$ cat src/rtl/uart_debug_bridge_pkg.sv
// Shared constants and command FSM encoding for the UART-to-Wishbone debug bridge.
package uart_debug_bridge_pkg;

  localparam logic [7:0] CmdWrite = 8'h57;
  localparam logic [7:0] CmdRead  = 8'h52;
  localparam logic [7:0] RspAck   = 8'h4B;
  localparam logic [7:0] RspErr   = 8'h45;

  typedef enum logic [2:0] {
    StIdle,
    StAddr,
    StData,
    StBus,
    StResp
  } state_e;

endpackage

$ cat src/rtl/uart_rx.sv
// 8N1 UART receiver: 2-flop synchroniser, mid-bit sampling, byte strobe and framing flag.
module uart_rx #(
  parameter int unsigned CLKS_PER_BIT = 104
) (
  input  logic       clk_i,
  input  logic       rst_i,
  input  logic       rx_i,
  output logic [7:0] data_o,
  output logic       valid_o,
  output logic       frame_err_o
);

  localparam int unsigned CntW = $clog2(CLKS_PER_BIT + 1);
  localparam logic [CntW-1:0] BitLast  = CntW'(CLKS_PER_BIT - 1);
  localparam logic [CntW-1:0] HalfLast = CntW'(CLKS_PER_BIT / 2 - 1);

  localparam logic [1:0] RxIdle  = 2'd0;
  localparam logic [1:0] RxStart = 2'd1;
  localparam logic [1:0] RxData  = 2'd2;
  localparam logic [1:0] RxStop  = 2'd3;

  logic            sync1_q, sync2_q;
  logic [1:0]      state_q;
  logic [CntW-1:0] cnt_q;
  logic [2:0]      bit_q;
  logic [7:0]      sh_q;
  logic            valid_q, frame_err_q;

  always_ff @(posedge clk_i) begin
    if (rst_i) begin
      sync1_q     <= 1'b1;
      sync2_q     <= 1'b1;
      state_q     <= RxIdle;
      cnt_q       <= '0;
      bit_q       <= '0;
      sh_q        <= '0;
      valid_q     <= 1'b0;
      frame_err_q <= 1'b0;
    end else begin
      sync1_q     <= rx_i;
      sync2_q     <= sync1_q;
      valid_q     <= 1'b0;
      frame_err_q <= 1'b0;
      case (state_q)
        RxIdle: begin
          if (!sync2_q) begin
            state_q <= RxStart;
            cnt_q   <= '0;
          end
        end
        RxStart: begin
          if (cnt_q == HalfLast) begin
            // A start bit that is high again at its mid-point was a glitch.
            cnt_q   <= '0;
            bit_q   <= '0;
            state_q <= sync2_q ? RxIdle : RxData;
          end else begin
            cnt_q <= cnt_q + 1'b1;
          end
        end
        RxData: begin
          if (cnt_q == BitLast) begin
            cnt_q <= '0;
            sh_q  <= {sync2_q, sh_q[7:1]};
            bit_q <= bit_q + 1'b1;
            if (bit_q == 3'd7) state_q <= RxStop;
          end else begin
            cnt_q <= cnt_q + 1'b1;
          end
        end
        RxStop: begin
          if (cnt_q == BitLast) begin
            cnt_q       <= '0;
            state_q     <= RxIdle;
            valid_q     <= sync2_q;
            frame_err_q <= !sync2_q;
          end else begin
            cnt_q <= cnt_q + 1'b1;
          end
        end
        default: state_q <= RxIdle;
      endcase
    end
  end

  assign data_o      = sh_q;
  assign valid_o     = valid_q;
  assign frame_err_o = frame_err_q;

endmodule

$ cat src/rtl/uart_debug_bridge.sv
// UART debug bridge: 'W'/'R' commands over 8N1 drive single Wishbone cycles, status sent back.
module uart_debug_bridge
  import uart_debug_bridge_pkg::*;
#(
  parameter int unsigned CLKS_PER_BIT = 104,
  parameter int unsigned TIMEOUT      = 1024
) (
  input  logic        clk_i,
  input  logic        rst_i,
  input  logic        rx_i,
  output logic        tx_o,
  output logic        cyc_o,
  output logic        stb_o,
  output logic        we_o,
  output logic [31:0] adr_o,
  output logic [31:0] dat_o,
  output logic [3:0]  sel_o,
  input  logic [31:0] dat_i,
  input  logic        ack_i,
  input  logic        err_i,
  input  logic        rty_i
);

  localparam int unsigned CntW = $clog2(CLKS_PER_BIT + 1);
  localparam int unsigned TmoW = $clog2(TIMEOUT + 1);
  localparam logic [CntW-1:0] BitLast = CntW'(CLKS_PER_BIT - 1);
  localparam logic [TmoW-1:0] TmoLast = TmoW'(TIMEOUT - 1);

  logic [7:0] rx_data;
  logic       rx_valid, rx_frame_err;

  uart_rx #(
    .CLKS_PER_BIT(CLKS_PER_BIT)
  ) u_rx (
    .clk_i      (clk_i),
    .rst_i      (rst_i),
    .rx_i       (rx_i),
    .data_o     (rx_data),
    .valid_o    (rx_valid),
    .frame_err_o(rx_frame_err)
  );

  state_e          state_q;
  logic [1:0]      byte_cnt_q;
  logic            we_q, cyc_q;
  logic [31:0]     adr_q, dat_q;
  logic [TmoW-1:0] tmo_q;
  logic [39:0]     resp_q;
  logic [2:0]      resp_left_q;
  logic [8:0]      tx_sh_q;
  logic [3:0]      tx_bits_q;
  logic [CntW-1:0] tx_clk_q;
  logic            tx_busy_q, tx_q;

  logic tx_bit_end, tx_ready, tx_load;

  // The next byte may load on the final stop-bit clock so bytes go out back-to-back.
  always_comb begin
    tx_bit_end = tx_busy_q && (tx_clk_q == BitLast);
    tx_ready   = !tx_busy_q || (tx_bit_end && (tx_bits_q == 4'd9));
    tx_load    = (state_q == StResp) && tx_ready && (resp_left_q != 3'd0);
  end

  always_ff @(posedge clk_i) begin
    if (rst_i) begin
      state_q     <= StIdle;
      byte_cnt_q  <= '0;
      we_q        <= 1'b0;
      cyc_q       <= 1'b0;
      adr_q       <= '0;
      dat_q       <= '0;
      tmo_q       <= '0;
      resp_q      <= '0;
      resp_left_q <= '0;
    end else begin
      unique case (state_q)
        StIdle: begin
          if (rx_valid && (rx_data == CmdWrite || rx_data == CmdRead)) begin
            we_q       <= (rx_data == CmdWrite);
            byte_cnt_q <= '0;
            state_q    <= StAddr;
          end
        end
        StAddr: begin
          if (rx_frame_err) begin
            state_q <= StIdle;
          end else if (rx_valid) begin
            adr_q      <= {adr_q[23:0], rx_data};
            byte_cnt_q <= byte_cnt_q + 1'b1;
            if (byte_cnt_q == 2'd3) begin
              if (we_q) begin
                state_q <= StData;
              end else begin
                state_q <= StBus;
                cyc_q   <= 1'b1;
                tmo_q   <= '0;
              end
            end
          end
        end
        StData: begin
          if (rx_frame_err) begin
            state_q <= StIdle;
          end else if (rx_valid) begin
            dat_q      <= {dat_q[23:0], rx_data};
            byte_cnt_q <= byte_cnt_q + 1'b1;
            if (byte_cnt_q == 2'd3) begin
              state_q <= StBus;
              cyc_q   <= 1'b1;
              tmo_q   <= '0;
            end
          end
        end
        StBus: begin
          tmo_q <= tmo_q + 1'b1;
          if (err_i || rty_i || (!ack_i && tmo_q == TmoLast)) begin
            cyc_q       <= 1'b0;
            resp_q      <= {RspErr, 32'h0};
            resp_left_q <= 3'd1;
            state_q     <= StResp;
          end else if (ack_i) begin
            cyc_q       <= 1'b0;
            resp_q      <= {RspAck, dat_i};
            resp_left_q <= we_q ? 3'd1 : 3'd5;
            state_q     <= StResp;
          end
        end
        StResp: begin
          if (tx_load) begin
            resp_q      <= {resp_q[31:0], 8'h00};
            resp_left_q <= resp_left_q - 1'b1;
          end else if (resp_left_q == 3'd0 && !tx_busy_q) begin
            state_q <= StIdle;
          end
        end
        default: state_q <= StIdle;
      endcase
    end
  end

  always_ff @(posedge clk_i) begin
    if (rst_i) begin
      tx_q      <= 1'b1;
      tx_busy_q <= 1'b0;
      tx_sh_q   <= '1;
      tx_bits_q <= '0;
      tx_clk_q  <= '0;
    end else if (tx_load) begin
      tx_q      <= 1'b0;
      tx_busy_q <= 1'b1;
      tx_sh_q   <= {1'b1, resp_q[39:32]};
      tx_bits_q <= '0;
      tx_clk_q  <= '0;
    end else if (tx_busy_q) begin
      if (tx_bit_end) begin
        tx_clk_q <= '0;
        if (tx_bits_q == 4'd9) begin
          tx_busy_q <= 1'b0;
        end else begin
          tx_q      <= tx_sh_q[0];
          tx_sh_q   <= {1'b1, tx_sh_q[8:1]};
          tx_bits_q <= tx_bits_q + 1'b1;
        end
      end else begin
        tx_clk_q <= tx_clk_q + 1'b1;
      end
    end
  end

  assign tx_o  = tx_q;
  assign cyc_o = cyc_q;
  assign stb_o = cyc_q;
  assign we_o  = we_q;
  assign adr_o = adr_q;
  assign dat_o = dat_q;
  assign sel_o = 4'b1111;

endmodule

$ cat config.mk
export PLATFORM = sky130hd
export DESIGN_NAME = uart_debug_bridge
export DESIGN_NICKNAME = d
export VERILOG_FILES = /design/src/rtl/uart_debug_bridge_pkg.sv /design/src/rtl/uart_rx.sv /design/src/rtl/uart_debug_bridge.sv
export SDC_FILE = /design/constraint.sdc
export NUM_CORES = 1
export LEC_CHECK = 0
export CAP_MARGIN = 15
export CELL_PAD_IN_SITES_DETAIL_PLACEMENT = 0
export CELL_PAD_IN_SITES_GLOBAL_PLACEMENT = 1
export CORE_UTILIZATION = 40
export CTS_CLUSTER_DIAMETER = 40
export DETAILED_ROUTE_END_ITERATION = 7
export PLACE_DENSITY_LB_ADDON = 0.25
export SYNTH_ARGS = -nofsm -noshare
export SYNTH_HDL_FRONTEND = slang
export SYNTH_SLANG_ARGS = --single-unit
$ cat constraint.sdc
create_clock -name clk_i -period 2.3 [get_ports clk_i]
set_input_delay 0.575 -clock clk_i [delete_from_list [all_inputs] [get_ports clk_i]]
set_output_delay 0.575 -clock clk_i [all_outputs]
set_load 0.01 [all_outputs]
# [Word-level counts from Yosys, hierarchy flattened]
# Cells that the tools add are included.
[classes] bitwise=4 eq_ne=40 addsub=7 muxes=71 n_reduce_logical=41
[ops] cell="$mux W40" count=3
[ops] cell="$pmux W40 S2" count=1
[ops] cell="$mux W11" count=7
[ops] cell="$mux W3" count=17
[ops] cell="$pmux W11 S3" count=1
[ops] cell="$mux W8" count=4
[ops] cell="$mux W7" count=4
[ops] cell="$ne A2 B2 Y1 const B" count=11
[ops] cell="$pmux W7 S3" count=1
[ops] cell="$mux W1" count=18
[ops] cell="$mux W2" count=9
[ops] cell="$reduce_and A3 Y1" count=6
[ops] cell="$eq A8 B7 Y1 const B" count=2
[ops] cell="$ne A2 B1 Y1 const B" count=8
[ops] cell="$reduce_and A8 Y1" count=2
[ops] cell="$pmux W3 S5" count=1
[ops] cell="$add A7 B1 Y7 const B" count=2
[ops] cell="$eq A7 B7 Y1 const B" count=2
[ops] cell="$pmux W3 S2" count=2
[ops] cell="$add A11 B1 Y11 const B" count=1
[ops] cell="$eq A11 B10 Y1 const B" count=1
[ops] cell="$reduce_bool A2 Y1" count=5
[ops] cell="$reduce_and A9 Y1" count=1
[ops] cell="$pmux W2 S4" count=1
[ops] cell="28 further kinds" count=53
[totals] wordCells=185 ff_bits=170 in_bits=38

# [Longest topological paths before layout]
# Gate-level depths: netlist (run 1).
[depth] ltp_word=8 depth_mapped=8 mapped_depth_nobuf=7

# [Hierarchy]
# From an unflattened synthesis (run 1), not the netlist that was laid out.
[hier_totals] cells_unflattened=858 area_unflattened_um2=7249.5
[modules_own_cells] module="uart_debug_bridge" n_inst=1 area_each_um2=6112.1 seq_area_each_um2=2922.8 cells_per_inst=736
[modules_own_cells] module="uart_rx" n_inst=1 area_each_um2=1137.3 seq_area_each_um2=480.5 cells_per_inst=122

# [Worst setup path after synthesis (run 1)]
# OpenSTA, ideal clock, no wires.
[synth_timing] path_kind="input -> register" startpoint="in rty_i" endpoint="reg resp_q[12]" arrival_time_ps=1930 n_path_buf=1 t_required_ps=2214 path_slack_ps=285 path_stages=6 setup_ps=86 path_cell_list="or2_2 nand2b_1 nor2_1 clkbuf_1 a22oi_1 a211oi_1"
[synth_between] elab_chain_len=4 word_cells_on_any_way=6 classes_between="eq/ne: 1; mux: 2; reduce/logical: 3"
[synth_rtl] element="from (decl)" line_no="uart_debug_bridge.sv:21" source="input logic rty_i"
[synth_rtl] element="$logic_or A1 B1 Y1 * (2 in a row)" line_no="uart_debug_bridge.sv:116" source="if (err_i || rty_i || (!ack_i && tmo_q == TmoLast)) begin"
[synth_rtl] element="$ne A3 B3 Y1 (no source line) / $mux W40 (equally long branches)"
[synth_rtl] element="$reduce_and A3 Y1 (no source line) / $pmux W40 S2 (equally long branches)"
[synth_rtl] element="to (signal assigned)" line_no="uart_debug_bridge.sv:118" source="resp_q <= {RspErr, 32'h0};"
[synth_rtl] element="to (signal assigned)" line_no="uart_debug_bridge.sv:123" source="resp_q <= {RspAck, dat_i};"
[synth_rtl] element="to (signal assigned)" line_no="uart_debug_bridge.sv:130" source="resp_q <= {resp_q[31:0], 8'h00};"
[synth_rtl] element="to (decl)" line_no="uart_debug_bridge.sv:48" source="logic [39:0] resp_q;"
# Mark *: on every way between the ends. The rest lies on a longest branch, timed or not.
# A chain may end at the register's enable or synchronous reset.

==> out/metrics.yaml, run 1 <==
io_buffers: 105
drt_iter0_markers: 369
cp-start-kind: "flop"
yosys-top-cells-area: "dfxtp_1 (47%), a21oi_1 (9.3%), nand2_1 (8.1%), a211oi_1 (3.5%), a22oi_1 (2.7%)"
syn_to_final_growth_pct: 29.1
final_common_cell: "dfxtp_1"
grt_pass1_wl_mm: 29.3
final_nets: 1002
insertedDiodeCount: 0
clock_latency_ns: 0.43
cts_buffer_depth: 2
max_freq_ghz: 0.467
layout_setup_ws_ns: 0.160
fin_tns_setup_ns: 0
required_ns: 2.66
r2r_cells: 6
place_congestion: 0.804
ctsHoldBuffers: 0
finClkSkew_ns: 0.00805
synth_top_area_share_pct: 47.5
leakage_nw: 3.20
die_w_microns: 136
multiInputGateArea_sq_um: 3420
clkTransAtPathRegs_ns: 0.06
routed_wl_mm: 17.9
start_util_pct: 41.1
grtUsageTotal_pct: 19.9
drv_cap: 0
power_density_nw_per_um2: 695
ys_ff_latch: 170
syn_avg_cell_area_sq_um: 8.44
worst_slew_margin_rel_pct: 60.2
rrSetupSlack_ns: 0.16
place_ws_ns: -0.113
drt_pass1_iterations: 5
synth_edf_count: 0
syn_area_sq_um: 7170
first_global_vias: 5807
hold_viol_final: 0
synth-seq-area-share_pct: 47.5
clkSinkCount: 170
async_flop_share_pct: 0
grt_start_max_net_pins: 109
ys.flop_type: "dfxtp_1"
synthDistinctLibCells: 58
min_from: "u_rx.sync1_q$_SDFF_PP1_"
core_area_sq_um: 17400
dp_cells: 1153
crit_arrival_ns: 2.50
whs_path_depth: 1
wl_per_cell_microns: 15.0
cts_max_level: 4
die_h_microns: 136
design_power_total_mw: 6.43
worst_pin_slew_ns: 0.596
hp-class: "flop to flop"
numCtsBuffers: 17
synth_cells: 849
dieArea_sq_um: 18500
min_period_ns: 2.14
ys_warn_count: 0
via_per_inst: 5.28
mostFrequentLayoutCells: "dfxtp_1 (170), nand2_1 (155), a21oi_1 (133)"
path_max_fanout: 4
r2r_start: "u_rx.cnt_q[0]$_SDFFE_PP0N_"
nFillCells: 1681
drc_errors: 0
vdd_drop_max_mv: 0.631
slew_viol_final: 0
io_pins: 110
final_antenna_net_count: 0
seqCellArea_sq_um: 3400
hold_path_end: "u_rx.sync2_q$_SDFF_PP1_"
gr-total-overflow: 0
cts_tree: "built"
root_buffer: "clkbuf_16"
dpl.hpwl_mm: 11.4
status: "complete, no violations"
layout-drive-gt1-share_pct: 9.36
fin_util_pct: 53.1
synth_area_leader_cell: "dfxtp_1"
via_count: 6268
setup-violations-final: 0
endpoint_kind: "flop"
fp-row-count: 48
antenna_found_initial: 0
fin_cells: 1187
period_share_pct: 93.0
worst-setup-path-type: "flop to flop"
## cell usage after synthesis (all sizes together) (2+ instances only)
cell type and n:
a211oi 33, a21o 2, a21oi 133, a221oi 8
a22oi 26, and2 5, and3b 2, and4b 2
buf 20, clkbuf 46, dfxtp 170, ha 15
inv 18, mux2i 14, nand2 155, nand2b 6
nand3 9, nand3b 6, nand4 19, nand4b 3
nor2 40, nor2b 5, nor3 12, nor3b 3
nor4 3, o211ai 2, o21ai 39, o22ai 2
o31ai 6, o41ai 2, or2 7, or3 6
or4 6, xnor2 6, xor2 5
## metrics by stage
| step | hold slack [ns] | instance area (sq um) |
|---|---|---|
| after floorplan | 0.389 | 7180 |
| after global placement | 0.399 | 8570 |
| after detailed placement | 0.402 | 8570 |
| after CTS | 0.418 | 9240 |
| after global routing | 0.446 | 9250 |
| final | 0.413 | 9250 |
## cell families (layout without fill, tap and decap cells)
logic type | Yosys count | after routing | synth area share, %
fa+ha+maj | 15 | 15 | 2.62
flops | 170 | 170 | 47.5
other cells | 1 | 4 | 0.0523
buf+inv | 84 | 194 | 5.12
simple gates | 293 | 293 | 19.3
compound gates | 261 | 261 | 22.1
xor+xnor | 11 | 11 | 1.34
mux | 14 | 14 | 1.96
## where the power goes
group	total (mW)	switching (mW)	internal [mW]
Clock	3.23	1.27	1.96
Combinational	0.253	0.131	0.122
Sequential	2.95	0.00553	2.95
## registers in the layout (all words and copies together), names as in the netlist, 2 cells and up, named ones only
name,count
tx_bits_q,4
dat_o,32
tx_sh_q,8
byte_cnt_q,2
tmo_q,11
adr_o,32
tx_clk_q,7
u_rx.cnt_q,7
resp_left_q,3
resp_q,40
u_rx.data_o,8
state_q,3
u_rx.bit_q,3
## layer usage
layer  GRT usage, %  up-vias  routed length [microns]
met5              0        -                        0
met4           6.30        0                      174
met3           5.48       16                      847
met2           31.6       98                     8480
met1           26.1     2947                     8350
li1               -     3207                        -
## cell type report
cell class / instances / area share (%)
Multi-Input combinational cell: 598 / 37.0
Sequential cell: 170 / 36.8
Timing Repair Buffer: 144 / 15.3
Clock buffer: 17 / 4.60
Tap cell: 225 / 3.04
Clock inverter: 15 / 2.57
Inverter: 18 / 0.730
## critical path, cell delays in order (launching register included)
cell and delay [ns]:
dfxtp_1 0.37, ha_2 0.22, nand3b_1 0.15, o41ai_4 0.43
nand3_1 0.14, or4b_2 0.61, a21oi_1 0.15
## worst max-delay path by stage
stage	startpoint	end	slack, ns
6_report	u_rx.cnt_q[0]$_SDFFE_PP0N_	flop	0.16
5_1_grt	u_rx.cnt_q[0]$_SDFFE_PP0N_	flop	-0.02
4_1_cts	tx_clk_q[0]$_SDFFE_PP0P_	resp_q[10]$_SDFFE_PP0P_	0.15
3_5_place_dp	rty_i	resp_q[19]$_SDFFE_PP0P_	-0.11
3_3_place_gp	rty_i	resp_q[20]$_SDFFE_PP0P_	-0.07
2_1_floorplan	rty_i	resp_q[12]$_SDFFE_PP0P_	0.28
## repair_timing
action / in CTS / in global routing
setup buffers: 0 / 2
resized for setup: 0 / 1
setup endpoints to repair: 0 / 1
Power figures use the tool's default switching activity.
==> run 2: changes to the inputs <==
--- a/config.mk
+++ b/config.mk
@@ -5,10 +5,11 @@
 export SDC_FILE = /design/constraint.sdc
 export NUM_CORES = 1
 export LEC_CHECK = 0
+export ABC_AREA = 1
 export CAP_MARGIN = 15
 export CELL_PAD_IN_SITES_DETAIL_PLACEMENT = 0
 export CELL_PAD_IN_SITES_GLOBAL_PLACEMENT = 1
-export CORE_UTILIZATION = 40
+export CORE_UTILIZATION = 39
 export CTS_CLUSTER_DIAMETER = 40
 export DETAILED_ROUTE_END_ITERATION = 7
 export PLACE_DENSITY_LB_ADDON = 0.25
==> run 2 against run 1 <==
Compared with the run above:
- critical path depth is 5 higher
- area after synthesis is 5.9% higher
- clock skew is 0.0046 ns higher
- synthesized cell count is 29% higher
- combinational power grew to 4.8 times the previous value
- sequential power is 8.1% higher
- maximum frequency is 5.0% higher
- count of clock-buffer cells in the layout is 2 higher
- critical path type unchanged
- clock power is 8.0% lower
- highest routed layer unchanged
==> out/metrics.yaml, run 2 <==
multiInputGateArea_sq_um: 3560  # +4.1%
place_congestion: 0.757  # -5.8%
hold_viol_final: 0  # unchanged
path_max_fanout: 26  # +22
synth_top_area_share_pct: 44.8  # -2.7 points
seqCellArea_sq_um: 3400  # unchanged
synth_cells: 1098  # +29%
vdd_drop_max_mv: 0.590  # -6.5%
syn_avg_cell_area_sq_um: 6.91  # -18%
synth_area_leader_cell: "dfxtp_1"
swShare_pct: 28.2  # +6.3 points
clkSinkCount: 170  # unchanged
top_register: "resp_q"
fin_cells: 1458  # +23%
ys.flop_type: "dfxtp_1"
ys_warn_count: 0  # unchanged
synth_top_family_by_area: "simple AND/OR/NAND/NOR gates"
via_per_inst: 4.69  # -11%
crit_arrival_ns: 2.35  # -0.15 ns
final_antenna_net_count: 0  # unchanged
cts-resized-gates: 0  # unchanged
die_h_microns: 142  # +4.2%
cts_buffer_depth: 2  # unchanged
io_buffers: 105  # unchanged
power.switching_mw: 2.08  # +48%
grt_start_max_net_pins: 50  # -54%
endpoint_kind: "flop"
cts_max_level: 4  # unchanged
wl_per_cell_microns: 12.8  # -15%
ys_ff_latch: 170  # unchanged
worst-setup-path-type: "flop to flop"
internal-power_mw: 5.29  # +5.3%
synthXorXnorAreaFrac_pct: 0.808  # -0.54 points
drt_iter0_markers: 397  # +7.6%
synthAdderAreaFrac_pct: 2.47  # -0.15 points
whs_ns: 0.414  # +0.000539 ns
ctsHoldBuffers: 0  # unchanged
dpl.hpwl_mm: 12.3  # +7.4%
core_area_sq_um: 18900  # +8.5%
nFillCells: 1960  # +17%
period_share_pct: 88.6  # -4.4 points
slew_viol_final: 0  # unchanged
status: "complete, no violations"
synthMuxAreaShare_pct: 0  # -2.0 points
comb_power_share_pct: 16.4  # +12 points
drv_cap: 0  # unchanged
cts_tree: "built"
finClkSkew_ns: 0.0127  # +0.00465 ns
max_freq_ghz: 0.491  # +5.0%
start_util_pct: 40.2  # -0.97 points
min_period_ns: 2.04  # -0.102 ns
clock_latency_ns: 0.43  # about the same
root_buffer: "clkbuf_16"
routed_wl_mm: 18.7  # +4.8%
hp-class: "flop to flop"
drc_errors: 0  # unchanged
insertedDiodeCount: 0  # unchanged
synthDistinctLibCells: 35  # -40%
mostFrequentLayoutCells: "nand2_1 (235), nor2_1 (222), dfxtp_1 (170)"
synth_most_common_cell: "nand2_1"
fin_tns_setup_ns: 0  # unchanged
leakage_nw: 4.25  # +33%
power_density_nw_per_um2: 774  # +11%
final_common_cell: "nand2_1"
synth_compound_area_share_pct: 11.5  # -11 points
rsz0062_at_grt: "false"
grtUsageTotal_pct: 19.3  # -0.62 points
layout-drive-gt1-share_pct: 5.68  # -3.7 points
die_w_microns: 142  # +4.2%
cp-start-kind: "flop"
post_cts_buffers: 0  # unchanged
dp_cells: 1426  # +24%
first_global_vias: 6180  # +6.4%
required_ns: 2.61  # -0.05 ns
numCtsBuffers: 17  # unchanged
io_pins: 110  # unchanged
synth-seq-area-share_pct: 44.8  # -2.7 points
gr-total-overflow: 0  # unchanged
synthSimpleGateAreaFrac_pct: 31.9  # +13 points
synth_edf_count: 0  # unchanged
syn_to_final_growth_pct: 25.4
dieArea_sq_um: 20000  # +8.5%
clkTransAtPathRegs_ns: 0.07  # about the same
syn_area_sq_um: 7590  # +5.9%
drt_pass1_iterations: 5  # unchanged
antenna_found_initial: 0  # unchanged
final_nets: 1238  # +24%
via_count: 6844  # +9.2%
p_seq_share_pct: 43.3  # -2.6 points
async_flop_share_pct: 0  # unchanged
fp-row-count: 50  # +4.2%
ys_top_cells_by_count: "nand2_1 (235), nor2_1 (225), dfxtp_1 (170)"
grt_pass1_wl_mm: 31.0  # +5.9%
setup-violations-final: 0  # unchanged
largest_reg_flops: 40  # unchanged
p_clk_share_pct: 40.3  # -9.9 points
yosys-top-cells-area: "dfxtp_1 (45%), nand2_1 (12%), nor2_1 (11%), o21ai_0 (6.1%), a21oi_1 (4.7%)"
[run 2: cell count changes in the layout (fill, tap and decap cells not counted), sizes merged, moves of 14 or more]
cell,previous run,this run
a21oi,133,72
nor2,40,226
mux2i,14,0
nand4,19,39
nand3,9,50
inv,24,97
nand2,155,238
o21ai,39,92
a211oi,33,3
a22oi,26,0
buf,40,21
[run 2: worst paths after layout]
kind / slack (ns) / depth (start not counted) / startpoint / end
setup reg to reg: 0.26 / 11 / tx_clk_q[1]$_SDFFE_PP0P_ / resp_q[1]$_SDFFE_PP0P_
setup / recovery: 0.26 / 11 / tx_clk_q[1]$_SDFFE_PP0P_ / resp_q[1]$_SDFFE_PP0P_
hold / removal: 0.41 / 1 / u_rx.sync1_q$_SDFF_PP1_ / u_rx.sync2_q$_SDFF_PP1_
hold reg to reg: 0.41 / 1 / u_rx.sync1_q$_SDFF_PP1_ / u_rx.sync2_q$_SDFF_PP1_
[run 2: kinds of logic after synthesis]
logic type                 count (synthesis)
adders and majority gates                 15
DFF                                      170
AOI/OAI and AO/OA                        171
xor gates and xnor gates                   7
other                                      1
and+or+nand+nor                          577
buffers and inverters                    157
[run 2: per-layer routing]
layer | up-vias | track usage [%] | wire length (microns)
li1 | 3677 | - | -
met1 | 3046 | 27.6 | 9610
met2 | 113 | 27.9 | 7810
met3 | 8 | 5.80 | 1110
met4 | 0 | 5.55 | 180
met5 | - | 0 | 0
[run 2: through the flow]
stage,worst slack [ns],cell area (sq um),power [mW],util (%)
floorplan,0.652,7600,4.15,-
global placement,0.211,8910,4.45,47.2
detailed placement,0.193,8910,4.46,47.2
CTS,0.271,9520,7.46,50.4
global route,0.0784,9520,7.78,50.4
finish,0.262,9520,7.37,50.4
[run 2: worst max-delay path: stages, from the launching register on]
cell,delay (ns)
dfxtp_1,0.36
ha_1,0.18
nand2_1,0.09
nor2_4,0.16
nand3_1,0.15
nand2_1,0.14
nand2_2,0.20
nand2_4,0.13
buf_4,0.28
nand3_1,0.12
nand2_1,0.07
nor2_1,0.05
[run 2: area by class of cell]
type / instances / share of cell area [%]
multi-input cells: 774 / 37.4
flip-flops and latches: 170 / 35.7
clock buffers: 19 / 4.65
repair buffers: 126 / 13.2
clock inverters: 13 / 1.75
well taps: 260 / 3.42
inverters: 96 / 3.80
[run 2: power groups by stage]
stage / Clock (mW) / Combinational [mW] / Sequential (mW)
6_report: 2.97 / 1.21 / 3.19
5_1_grt: 3.18 / 1.40 / 3.21
4_1_cts: 3.05 / 1.22 / 3.19
3_5_place_dp: 0 / 1.21 / 3.25
3_3_place_gp: 0 / 1.20 / 3.25
2_1_floorplan: 0 / 0.916 / 3.23
